### src/rtl/tensor_operand_loader.sv
// Fetches a 4x4 int8 operand pair (A row-major into rs, B transposed into rt)
// from word memory, optionally converting fp8 E4M3 elements to saturated int8.
module tensor_operand_loader (
  input  logic         clk,
  input  logic         reset,
  input  logic         start,
  input  logic [7:0]   base_a,
  input  logic [7:0]   base_b,
  input  logic         fmt,
  output logic         mem_read_valid,
  output logic [7:0]   mem_read_address,
  input  logic         mem_read_ready,
  input  logic [31:0]  mem_read_data,
  output logic [127:0] rs,
  output logic [127:0] rt,
  output logic         done
);

  typedef enum logic [1:0] {
    ST_IDLE = 2'd0,
    ST_REQ  = 2'd1,
    ST_ACK  = 2'd2,
    ST_DONE = 2'd3
  } state_t;

  state_t         r_state;
  state_t         w_state_next;
  logic [7:0]     r_base_a;
  logic [7:0]     r_base_b;
  logic           r_fmt;
  logic [3:0]     r_cnt;
  logic [127:0]   r_rs;
  logic [127:0]   r_rt;
  logic [127:0]   w_rs_next;
  logic [127:0]   w_rt_next;
  logic [31:0]    w_conv;
  logic [7:0]     w_word_addr;
  logic           w_accept;
  logic           w_start_accept;

  assign w_accept       = (r_state == ST_REQ) && mem_read_ready;
  assign w_start_accept = (r_state == ST_IDLE) && start;

  // Words 0..3 come from A, 4..7 from B; the 8-bit add wraps naturally.
  assign w_word_addr = ((r_cnt[3:2] == 2'd0) ? r_base_a : r_base_b) + {6'd0, r_cnt[1:0]};

  always_ff @(posedge clk) begin
    if (reset) begin
      r_state <= ST_IDLE;
    end else begin
      r_state <= w_state_next;
    end
  end

  always_comb begin
    w_state_next = r_state;
    case (r_state)
      ST_IDLE: if (start) w_state_next = ST_REQ;
      ST_REQ:  if (mem_read_ready) w_state_next = ST_ACK;
      ST_ACK:  w_state_next = (r_cnt == 4'd8) ? ST_DONE : ST_REQ;
      ST_DONE: w_state_next = ST_IDLE;
      default: w_state_next = ST_IDLE;
    endcase
  end

  always_comb begin
    mem_read_valid = 1'b0;
    done           = 1'b0;
    case (r_state)
      ST_REQ:  mem_read_valid = 1'b1;
      ST_DONE: done           = 1'b1;
      default: ;
    endcase
  end

  assign mem_read_address = w_word_addr;
  assign rs               = r_rs;
  assign rt               = r_rt;

  // One fp8 -> int8 converter per byte lane of the incoming word.
  for (genvar gi = 0; gi < 4; gi++) begin : g_conv
    logic [7:0]  w_byte;
    logic [3:0]  w_exp;
    logic [11:0] w_mant;
    logic [11:0] w_mag;
    logic [6:0]  w_sat;
    logic [7:0]  w_fp;

    assign w_byte = mem_read_data[8*gi +: 8];
    assign w_exp  = w_byte[6:3];
    assign w_mant = {8'd0, 1'b1, w_byte[2:0]};
    assign w_mag  = (w_exp == 4'd0)  ? 12'd0 :
                    (w_exp <= 4'd10) ? (w_mant >> (4'd10 - w_exp)) :
                                       (w_mant << (w_exp - 4'd10));
    assign w_sat  = (w_mag > 12'd127) ? 7'd127 : w_mag[6:0];
    assign w_fp   = w_byte[7] ? (8'd0 - {1'b0, w_sat}) : {1'b0, w_sat};
    assign w_conv[8*gi +: 8] = r_fmt ? w_fp : w_byte;
  end

  // rs byte i*4+j takes lane j of word i; rt byte j*4+k takes lane j of word 4+k.
  for (genvar gi = 0; gi < 16; gi++) begin : g_store
    localparam logic [3:0] LP_RS_WORD = 4'(gi / 4);
    localparam int         LP_RS_LANE = gi % 4;
    localparam logic [3:0] LP_RT_WORD = 4'(4 + (gi % 4));
    localparam int         LP_RT_LANE = gi / 4;

    assign w_rs_next[8*gi +: 8] = (w_accept && (r_cnt == LP_RS_WORD)) ?
                                  w_conv[8*LP_RS_LANE +: 8] : r_rs[8*gi +: 8];
    assign w_rt_next[8*gi +: 8] = (w_accept && (r_cnt == LP_RT_WORD)) ?
                                  w_conv[8*LP_RT_LANE +: 8] : r_rt[8*gi +: 8];
  end

  always_ff @(posedge clk) begin
    if (reset) begin
      r_base_a <= 8'd0;
      r_base_b <= 8'd0;
      r_fmt    <= 1'b0;
      r_cnt    <= 4'd0;
      r_rs     <= 128'd0;
      r_rt     <= 128'd0;
    end else begin
      if (w_start_accept) begin
        r_base_a <= base_a;
        r_base_b <= base_b;
        r_fmt    <= fmt;
        r_cnt    <= 4'd0;
      end else if (w_accept) begin
        r_cnt <= r_cnt + 4'd1;
      end
      r_rs <= w_rs_next;
      r_rt <= w_rt_next;
    end
  end

endmodule

### config.mk
export PLATFORM = sky130hd
export DESIGN_NAME = tensor_operand_loader
export DESIGN_NICKNAME = d
export VERILOG_FILES = /design/src/rtl/tensor_operand_loader.sv
export SDC_FILE = /design/constraint.sdc
export NUM_CORES = 1
export LEC_CHECK = 0
export CORE_MARGIN = 3
export CORE_UTILIZATION = 47
export DETAILED_ROUTE_END_ITERATION = 10
export PLACE_DENSITY = 0.76
export SYNTH_ARGS = -nofsm -noshare
export SYNTH_HDL_FRONTEND = slang
export SYNTH_SLANG_ARGS = --single-unit
### constraint.sdc
create_clock -name clk -period 4.7 [get_ports clk]
set_clock_uncertainty 0.2 [all_clocks]
set_input_delay 0.705 -clock clk [delete_from_list [all_inputs] [get_ports clk]]
set_output_delay 0.705 -clock clk [all_outputs]
set_load 0.005 [all_outputs]
Yosys cells after proc, flatten, opt, wreduce, memory -nomap -nowiden
Index checks and enable logic that the tools add are counted.
Cells by class
  shift-type cells: 8
  muxes and demuxes: 27
  reduce and logical (&&, ||, !) cells: 19
  $add $sub $neg: 14
  equality and inequality tests: 13
  $lt $le $gt $ge: 8
Operator list (number)
  12-bit two-way mux: 8
  8-bit two-way mux: 9
  12-bit by 7-bit > comparator with 1-bit output, second input constant: 4
  4-bit by 4-bit left shift with 12-bit output: 4
  4-bit by 4-bit right shift with 12-bit output: 4
  1-bit by 7-bit subtractor with 8-bit output, first input constant: 4
  7-bit two-way mux: 4
  4-bit logical NOT: 5
  4-bit by 3-bit equality test with 1-bit output, second input constant: 4
  4-bit less-or-equal comparator, second input constant: 4
  4-bit subtractor, first input constant: 4
  4-bit subtractor, second input constant: 4
  1-bit logical AND: 10
  8-bit by 2-bit adder with 8-bit output: 1
  4-bit by 2-bit equality test with 1-bit output, second input constant: 2
  2-bit case mux with 4 select lines: 1
  2-bit two-way mux: 3
  4-bit by 1-bit adder with 4-bit output, second input constant: 1
  2-bit equality test, second input constant: 2
  4-bit by 1-bit equality test with 1-bit output, second input constant: 1
  4-bit equality test, second input constant: 1
  2-bit logical NOT: 2
  2-bit inequality test, second input constant: 2
  2-bit by 1-bit equality test with 1-bit output, second input constant: 1
  other kinds (3): 4
Word-level totals
  bits in registers: 279
  word-level logic and storage cells: 102
  output and inout bits: 266

Depth between registers and ports, before layout
  depth after elaboration: 9
  depth in mapped cells: 16
  gate-level depth less buffers: 14

Worst setup path after synthesis
Ideal clock, no wire load.
  path type: input port to flip-flop
  from: in mem_read_data[28]
  to: reg r_rs[28], in the netlist rs[28]
  library setup time: 0.091 ns
  data required time: 4.409 ns
  path slack: 0.945 ns
  cell stages on the path: 15
  arrival: 3.464 ns
  path buffers: 2
  cells stage by stage: buf_2 -> inv_1 -> ha_1 -> clkbuf_1 -> inv_1 -> a2bb2oi_1 -> a41o_2 -> a21oi_4 -> a211oi_1 -> ha_1 -> inv_1 -> o41ai_2 -> xor2_1 -> nand2_1 -> a311oi_1
On the way
  longest elaborated chain between the ends: 9
  elaborated cells between the ends (all ways): 13
  those cells by class: add/sub (3); order compare (2); shift (2); mux (5); reduce/logical (1)
Ends and longest elaborated chain
  from (decl): line 13  | input logic [31:0] mem_read_data,
  4-bit subtractor, on equally long branches: line 94, 93
  4-bit by 4-bit left shift with 12-bit output / 4-bit by 4-bit right shift with 12-bit output (equally long branches): line 94, 93
  12-bit two-way mux: line 93  | (w_exp <= 4'd10) ? (w_mant >> (4'd10 - w_exp)) :
  12-bit two-way mux: line 92  | assign w_mag = (w_exp == 4'd0) ? 12'd0 :
  12-bit by 7-bit > comparator with 1-bit output: line 95  | assign w_sat = (w_mag > 12'd127) ? 7'd127 : w_mag[6:0];
  7-bit two-way mux: line 95
  1-bit by 7-bit subtractor with 8-bit output: line 96  | assign w_fp = w_byte[7] ? (8'd0 - {1'b0, w_sat}) : {1'b0, w_sat};
  8-bit two-way mux: line 96
  8-bit two-way mux *: line 97  | assign w_conv[8*gi +: 8] = r_fmt ? w_fp : w_byte;
  to (signal assigned): line 130  | r_rs <= w_rs_next;
  to (decl): line 32  | logic [127:0] r_rs;
Mark *: on every way between the ends. The rest lies on a longest branch, timed or not.
A chain may end at the register's enable or synchronous reset.

Final worst setup path
  from: reg r_cnt[3]
  to: out mem_read_address[6]
On the way
  longest elaborated chain between the ends: 3
Ends and longest elaborated chain
  from (decl): line 31  | logic [3:0] r_cnt;
  from (signal assigned): line 128  | r_cnt <= r_cnt + 4'd1;
  2-bit logical NOT: line 45  | assign w_word_addr = ((r_cnt[3:2] == 2'd0) ? r_base_a : r_base_b) + {6'd0, r_cnt[1:0]};
  8-bit two-way mux: line 45
  8-bit by 2-bit adder with 8-bit output: line 45
  to (decl): line 11  | output logic [7:0] mem_read_address,
No other way between the ends.

==> results.sh <==
export IMPL_outcome="finished, final reports clean"
export IMPL_number_of_antenna_violations_at_the_first_check_in_global_routing=0
export IMPL_synth_adder_area_share=0.0361
export IMPL_start_util=0.486
export IMPL_gpl_final_weighted_congestion=0.904
export IMPL_synth_top_family_by_area="compound AO/OA/AOI/OAI gates"
export IMPL_vias=13800
export IMPL_number_of_global_route_vias_before_repair=13100
export IMPL_path_class="reg2out"
export IMPL_synth_ff_latch_count=279
export IMPL_slew_headroom=0.366
export IMPL_share_of_synthesized_area_spent_on_multiplexers=0.0272
export IMPL_die_w_um=177
export IMPL_setup_worst_path_start_class="flop"
export IMPL_placeable_core_region_sq_mm=0.0282
export IMPL_cellLeakagePower_uw=0.00638
export IMPL_report_final_slew_viol_count=0
export IMPL_detailedPlacementHpwl_mm=34.2
export IMPL_period_minus_slack_ns=4.26
export IMPL_drive_above_1_share=0.0902
export IMPL_post_synth_xor_area_fraction=0.0191
export IMPL_cts_resized_gates=0
export IMPL_maximum_number_of_pins_on_one_net_before_global_route_repair=174
export IMPL_seq_area_frac_synth=0.407
export IMPL_post_cts_setup_buffers=0
export IMPL_fp_row_count=61
export IMPL_slowest_delay_ns=0.52
export IMPL_grt_first_pass_wirelength_mm=73.8
export IMPL_die_height_um=177
export IMPL_synth_area_leader_cell="sky130_fd_sc_hd__dfxtp_1"
export IMPL_peakVddDrop_mv=0.291
export IMPL_yosysMostFrequentCell="sky130_fd_sc_hd__dfxtp_1"
export IMPL_cts_root_to_sink_buffers=3
export IMPL_number_of_clock_buffers_inserted_by_tritoncts=28
export IMPL_maxClockFrequency_ghz=0.235
export IMPL_maxCapViolCount=0
export IMPL_synth_async_sr_flop_share=0
export IMPL_path_max_fanout=11
export IMPL_route_detailed_vias_per_inst=5.82
export IMPL_cts_tree="done"
export IMPL_syn_inst=1670
export IMPL_power_per_cell_area_mw_per_mm2=300
export IMPL_detail_route_antenna_nets=0
export IMPL_timing_hold_violations_final=0
export IMPL_cts_hold_buffers=0
export IMPL_critical_path_cell_chain="nor2_1, buf_4, mux2_2, ha_1, fa_1, nor4b_1, xnor2_1, clkdlybuf4s50_1"
export IMPL_ys_top_cells_by_count="sky130_fd_sc_hd__dfxtp_1 (279), sky130_fd_sc_hd__nor2_1 (257), sky130_fd_sc_hd__nand2_1 (230), sky130_fd_sc_hd__a21oi_1 (124), sky130_fd_sc_hd__clkbuf_1 (91)"
export IMPL_synth_lib_cells_used_distinct=98
export IMPL_drt_initial_drc_count=1091
export IMPL_number_of_synthesized_flops_with_an_enable_pin=0
export IMPL_clk_pin_slew_worst_paths_ns=0.06
export IMPL_nets=2057
export IMPL_buffer_ports_inserted=318
export IMPL_dominantRegCellSynth="sky130_fd_sc_hd__dfxtp_1"
export IMPL_tns_ns=0
export IMPL_hold_path_class="reg2reg"
export IMPL_worst_path_dominant_cell_family="buffers and inverters"
export IMPL_syn_mean_instance_area_sq_um=8.21
export IMPL_cp_end_kind="output pin"
export IMPL_yosys_top_cells_area="sky130_fd_sc_hd__dfxtp_1 (41%), sky130_fd_sc_hd__nor2_1 (7.0%), sky130_fd_sc_hd__nand2_1 (6.3%), sky130_fd_sc_hd__a211oi_1 (4.8%), sky130_fd_sc_hd__a21oi_1 (4.5%)"
export IMPL_die_area_sq_mm=0.0313
export IMPL_synth_simple_gate_area_frac=0.218
export IMPL_global_route_overflow_total=0
export IMPL_synth_top_cell_area_share=0.407
export IMPL_htree_num_levels=1
export IMPL_detail_route_first_pass_iterations=6
export IMPL_routedWlPerCell_um=20.2
export IMPL_ioPinCount=319
export IMPL_postLayoutSetupSlackWorst_ns=0.442
export IMPL_pre_cts_slack_ns=0.198
export IMPL_worstPathRequired_ns=3.80
export IMPL_grt_setup_unrepaired="false"
export IMPL_cp_arrival_ns=3.35
export IMPL_synth_compound_area_share=0.243
export IMPL_insertion_delay_ns=0.55
export IMPL_critPathBufInv=2
export IMPL_post_route_period_util=0.906
export IMPL_critPathSlowestCell="sky130_fd_sc_hd__clkdlybuf4s50_1"
export IMPL_fill_count=2412
export IMPL_cts_num_sinks=279
export IMPL_synth_yosys_warnings=0
export IMPL_synth_area_sq_mm=0.0137
export IMPL_synth_net_count=1762
export IMPL_setup_viol_count_final=0
export IMPL_post_route_drc_count=0
export IMPL_antennaDiodeCount=0
export IMPL_layout_area_overhead_vs_synth_pct=33.5
export IMPL_grt_use_total=0.294
export IMPL_finalWirelength_mm=47.8
export IMPL_clock_tree_root="sky130_fd_sc_hd__clkbuf_16"
export IMPL_worst_pin_slew_ns=0.924
metal layers:
layer	vias up	GRT usage	routed length, um
li1	6522	-	-
met1	6538	0.370	19500
met4	0	0.107	1920
met3	102	0.0798	4410
met2	593	0.485	22000
met5	-	0	0
sequential cells by signal, indices dropped and copies added (netlist names):
register  count
rt          128
rs          128
r_base_b      8
r_fmt         1
r_state       2
r_base_a      8
r_cnt         4
where the power goes:
part	total, uW	switching [uW]	internal (uW)
combinational	870	544	326
clock	2210	921	1290
sequential	2410	17.4	2390
worst paths after layout:
path / slack (ns) / from / to / cells past startpoint
worst max-delay path: 0.44 / r_cnt[3]$_SDFFE_PP0P_ / mem_read_address[6] / 8
worst min-delay path: 0.26 / rs[0]$_SDFFE_PP0P_ / rs[0]$_SDFFE_PP0P_ / 2
worst max register to register: 1.55 / r_state[0]$_SDFFE_PP0P_ / rs[81]$_SDFFE_PP0P_ / 7
worst min register to register: 0.26 / rs[0]$_SDFFE_PP0P_ / rs[0]$_SDFFE_PP0P_ / 2
cell type report:
class / count / area, sq um / area share
repair buffers: 391 / 3750 / 0.205
clock inverters: 9 / 109 / 0.00595
multi-input cells: 1227 / 7450 / 0.407
flip-flops and latches: 279 / 5590 / 0.305
well taps: 378 / 473 / 0.0258
inverters: 38 / 143 / 0.00779
clock buffers: 41 / 800 / 0.0437
layout by cell type (no fill, tap or decap), types with 21 or more instances in the layout:
cell type | synthesis | layout
sky130_fd_sc_hd__a2111oi_0 | 25 | 25
sky130_fd_sc_hd__a211oi_1 | 88 | 88
sky130_fd_sc_hd__a21oi_1 | 124 | 124
sky130_fd_sc_hd__a311oi_1 | 24 | 24
sky130_fd_sc_hd__buf_4 | 0 | 72
sky130_fd_sc_hd__clkbuf_16 | 0 | 28
sky130_fd_sc_hd__clkdlybuf4s50_1 | 0 | 317
sky130_fd_sc_hd__dfxtp_1 | 279 | 279
sky130_fd_sc_hd__ha_1 | 38 | 38
sky130_fd_sc_hd__inv_1 | 36 | 36
sky130_fd_sc_hd__mux2i_1 | 26 | 26
sky130_fd_sc_hd__nand2_1 | 230 | 230
sky130_fd_sc_hd__nand3_1 | 41 | 41
sky130_fd_sc_hd__nor2_1 | 257 | 257
sky130_fd_sc_hd__nor2b_1 | 22 | 22
sky130_fd_sc_hd__nor3_1 | 23 | 23
sky130_fd_sc_hd__o21ai_0 | 47 | 47
sky130_fd_sc_hd__o31ai_1 | 21 | 21
metrics by stage:
stage	utilization	std cells	instance area (sq um)	power [uW]	hold slack (ns)
2_1_floorplan	-	1670	13700	2980	0.233
6_report	0.648	2363	18300	5490	0.255
5_1_grt	0.648	2363	18300	5680	0.268
4_1_cts	0.648	2363	18300	5500	0.255
3_3_place_gp	0.616	2313	17400	3310	0.237
3_5_place_dp	0.616	2313	17400	3320	0.246
cell families after synthesis:
logic type,after synthesis
AOI/OAI and AO/OA,458
xor gates and xnor gates,26
adders and majority gates,39
buffers and inverters,164
DFF,279
muxes,36
and+or+nand+nor,668
worst min-delay path: cells and delay by family, from the launching register on:
kind,cells,cell delay [ns]
DFF,1,0.31
AOI/OAI and AO/OA,1,0.05
and+or+nand+nor,1,0.05
Power figures use the tool's default switching activity.
==> RTL edit: new RTL, config.mk and constraints unchanged <==
Take the reset off `r_rt` and load it in a clocked block of its own.
--- a/src/rtl/tensor_operand_loader.sv
+++ b/src/rtl/tensor_operand_loader.sv
@@ -119,3 +119,2 @@
       r_rs     <= 128'd0;
-      r_rt     <= 128'd0;
     end else begin
@@ -130,4 +129,7 @@
       r_rs <= w_rs_next;
-      r_rt <= w_rt_next;
     end
+  end
+
+  always_ff @(posedge clk) begin
+    r_rt <= w_rt_next;
   end
Formal check against the unedited RTL: no difference found for any inputs over 4 cycles, from zero or initial values and one cycle with reset high; that may be too few to reach the edited logic, so the function may still have changed.
==> RTL edit against the original RTL <==
- critical endpoint is now mem_read_address[7]
- cell area shrank 3.8%
- total power up 1.4%
- sequential share of layout area up 8.5 points
- critical path depth stayed put
- register-to-register slack better by 0.08 ns
- setup slack lost 0.053 ns
- routed wire length is 15% lower
- sequential power increased by 8%
- die area down 4.9%
- synthesized area down 5.1%
- via count down 19%
- sequential cell count stayed put
==> RTL edit: results (changes against the original RTL) <==
metric,value,unit,change
status,"complete, no violations",,
synth_enable_flop_cells,128,,+128
leakagePower,6.24,nW,-2.1%
max_stage_delay,0.54,ns,+0.02 ns
synthTopCellsByArea,"edfxtp_1, dfxtp_1, nand2_1",,
min_to,rs[47],,
final_nets,1709,,-17%
wirelength,40900,um,-15%
comb_power,0.794,mW,-8.7%
place.gp.congestion,0.913,,+1.0%
met2_usage,0.440,,-0.0452
synth_ff_type,dfxtp_1,,
via_per_inst,5.53,,-5.0%
grtUsageMet3,0.0432,,-0.0366
critPathCapture,mem_read_address[7],,
grtUsageTotal,0.263,,-0.0311
first_pass_iters,5,,-1
antenna_found_initial,0,,unchanged
reg2reg_to,rs[14],,
drt-met1-wl,17000,um,-13%
finalCriticalPeriod,4.31,ns,+0.0531 ns
syn-num-nets,1389,,-21%
crit_family,simple AND/OR/NAND/NOR gates,,
fillers,2179,,-9.7%
finalPower,5.56,mW,+1.4%
cts_buffers,27,,-3.6%
vdd_ir_drop_max,0.224,mV,-23%
instances_no_fill,2010,,-15%
met3_length,3200,um,-27%
rrSetupSlack,1.63,ns,+0.08 ns
place_area,16700,um^2,-3.9%
whs,0.254,ns,-0.000704 ns
synth_commonest_cells,"nand2_1, dfxtp_1, edfxtp_1, nor2_1, a21oi_1",,
cp_max_fo,8,,-3
use_met1,0.351,,-0.0193
switching_share,0.255,,-0.0150
min_from,rs[47],,
drt_iter0_markers,1017,,-6.8%
cp.arrival,3.41,ns,+0.06 ns
netlist_instances,1297,,-22%
wl_met2,19400,um,-12%
cts_htree_levels,1,,unchanged
grt_max_degree,95,,-45%
grt_pass1_wl,61200,um,-17%
ys_seq_area_frac,0.527,,+0.120
pg_seq,2.60,mW,+8%
==> RTL edit: cell count changes after synthesis, sizes merged, moves of 10 or more <==
cell / delta
a21oi: -43
a311oi: -20
nand2: -69
nor2: -129
o31ai: -18
clkbuf: -47
o21ai: +10
dfxtp: -128
nand3b: +11
inv: +10
a2111oi: -37
nand3: -18
edfxtp: +128
==> RTL edit: cell families after synthesis <==
kind of cell    Yosys count  share of synthesized area
simple gates            446                      0.161
compound gates          336                      0.180
flops                   279                      0.527
buf+inv                 133                     0.0452
mux                      41                     0.0330
fa+ha+maj                39                     0.0381
xor+xnor                 23                     0.0155
==> RTL edit: cell type report <==
type | instances | area [um^2] | area share
clock inverter | 20 | 196 | 0.0112
multi-input combinational | 885 | 5580 | 0.317
inverter | 48 | 180 | 0.0102
sequential | 279 | 6870 | 0.390
tap | 372 | 465 | 0.0264
timing repair buffer | 376 | 3630 | 0.206
clock buffer | 30 | 697 | 0.0396
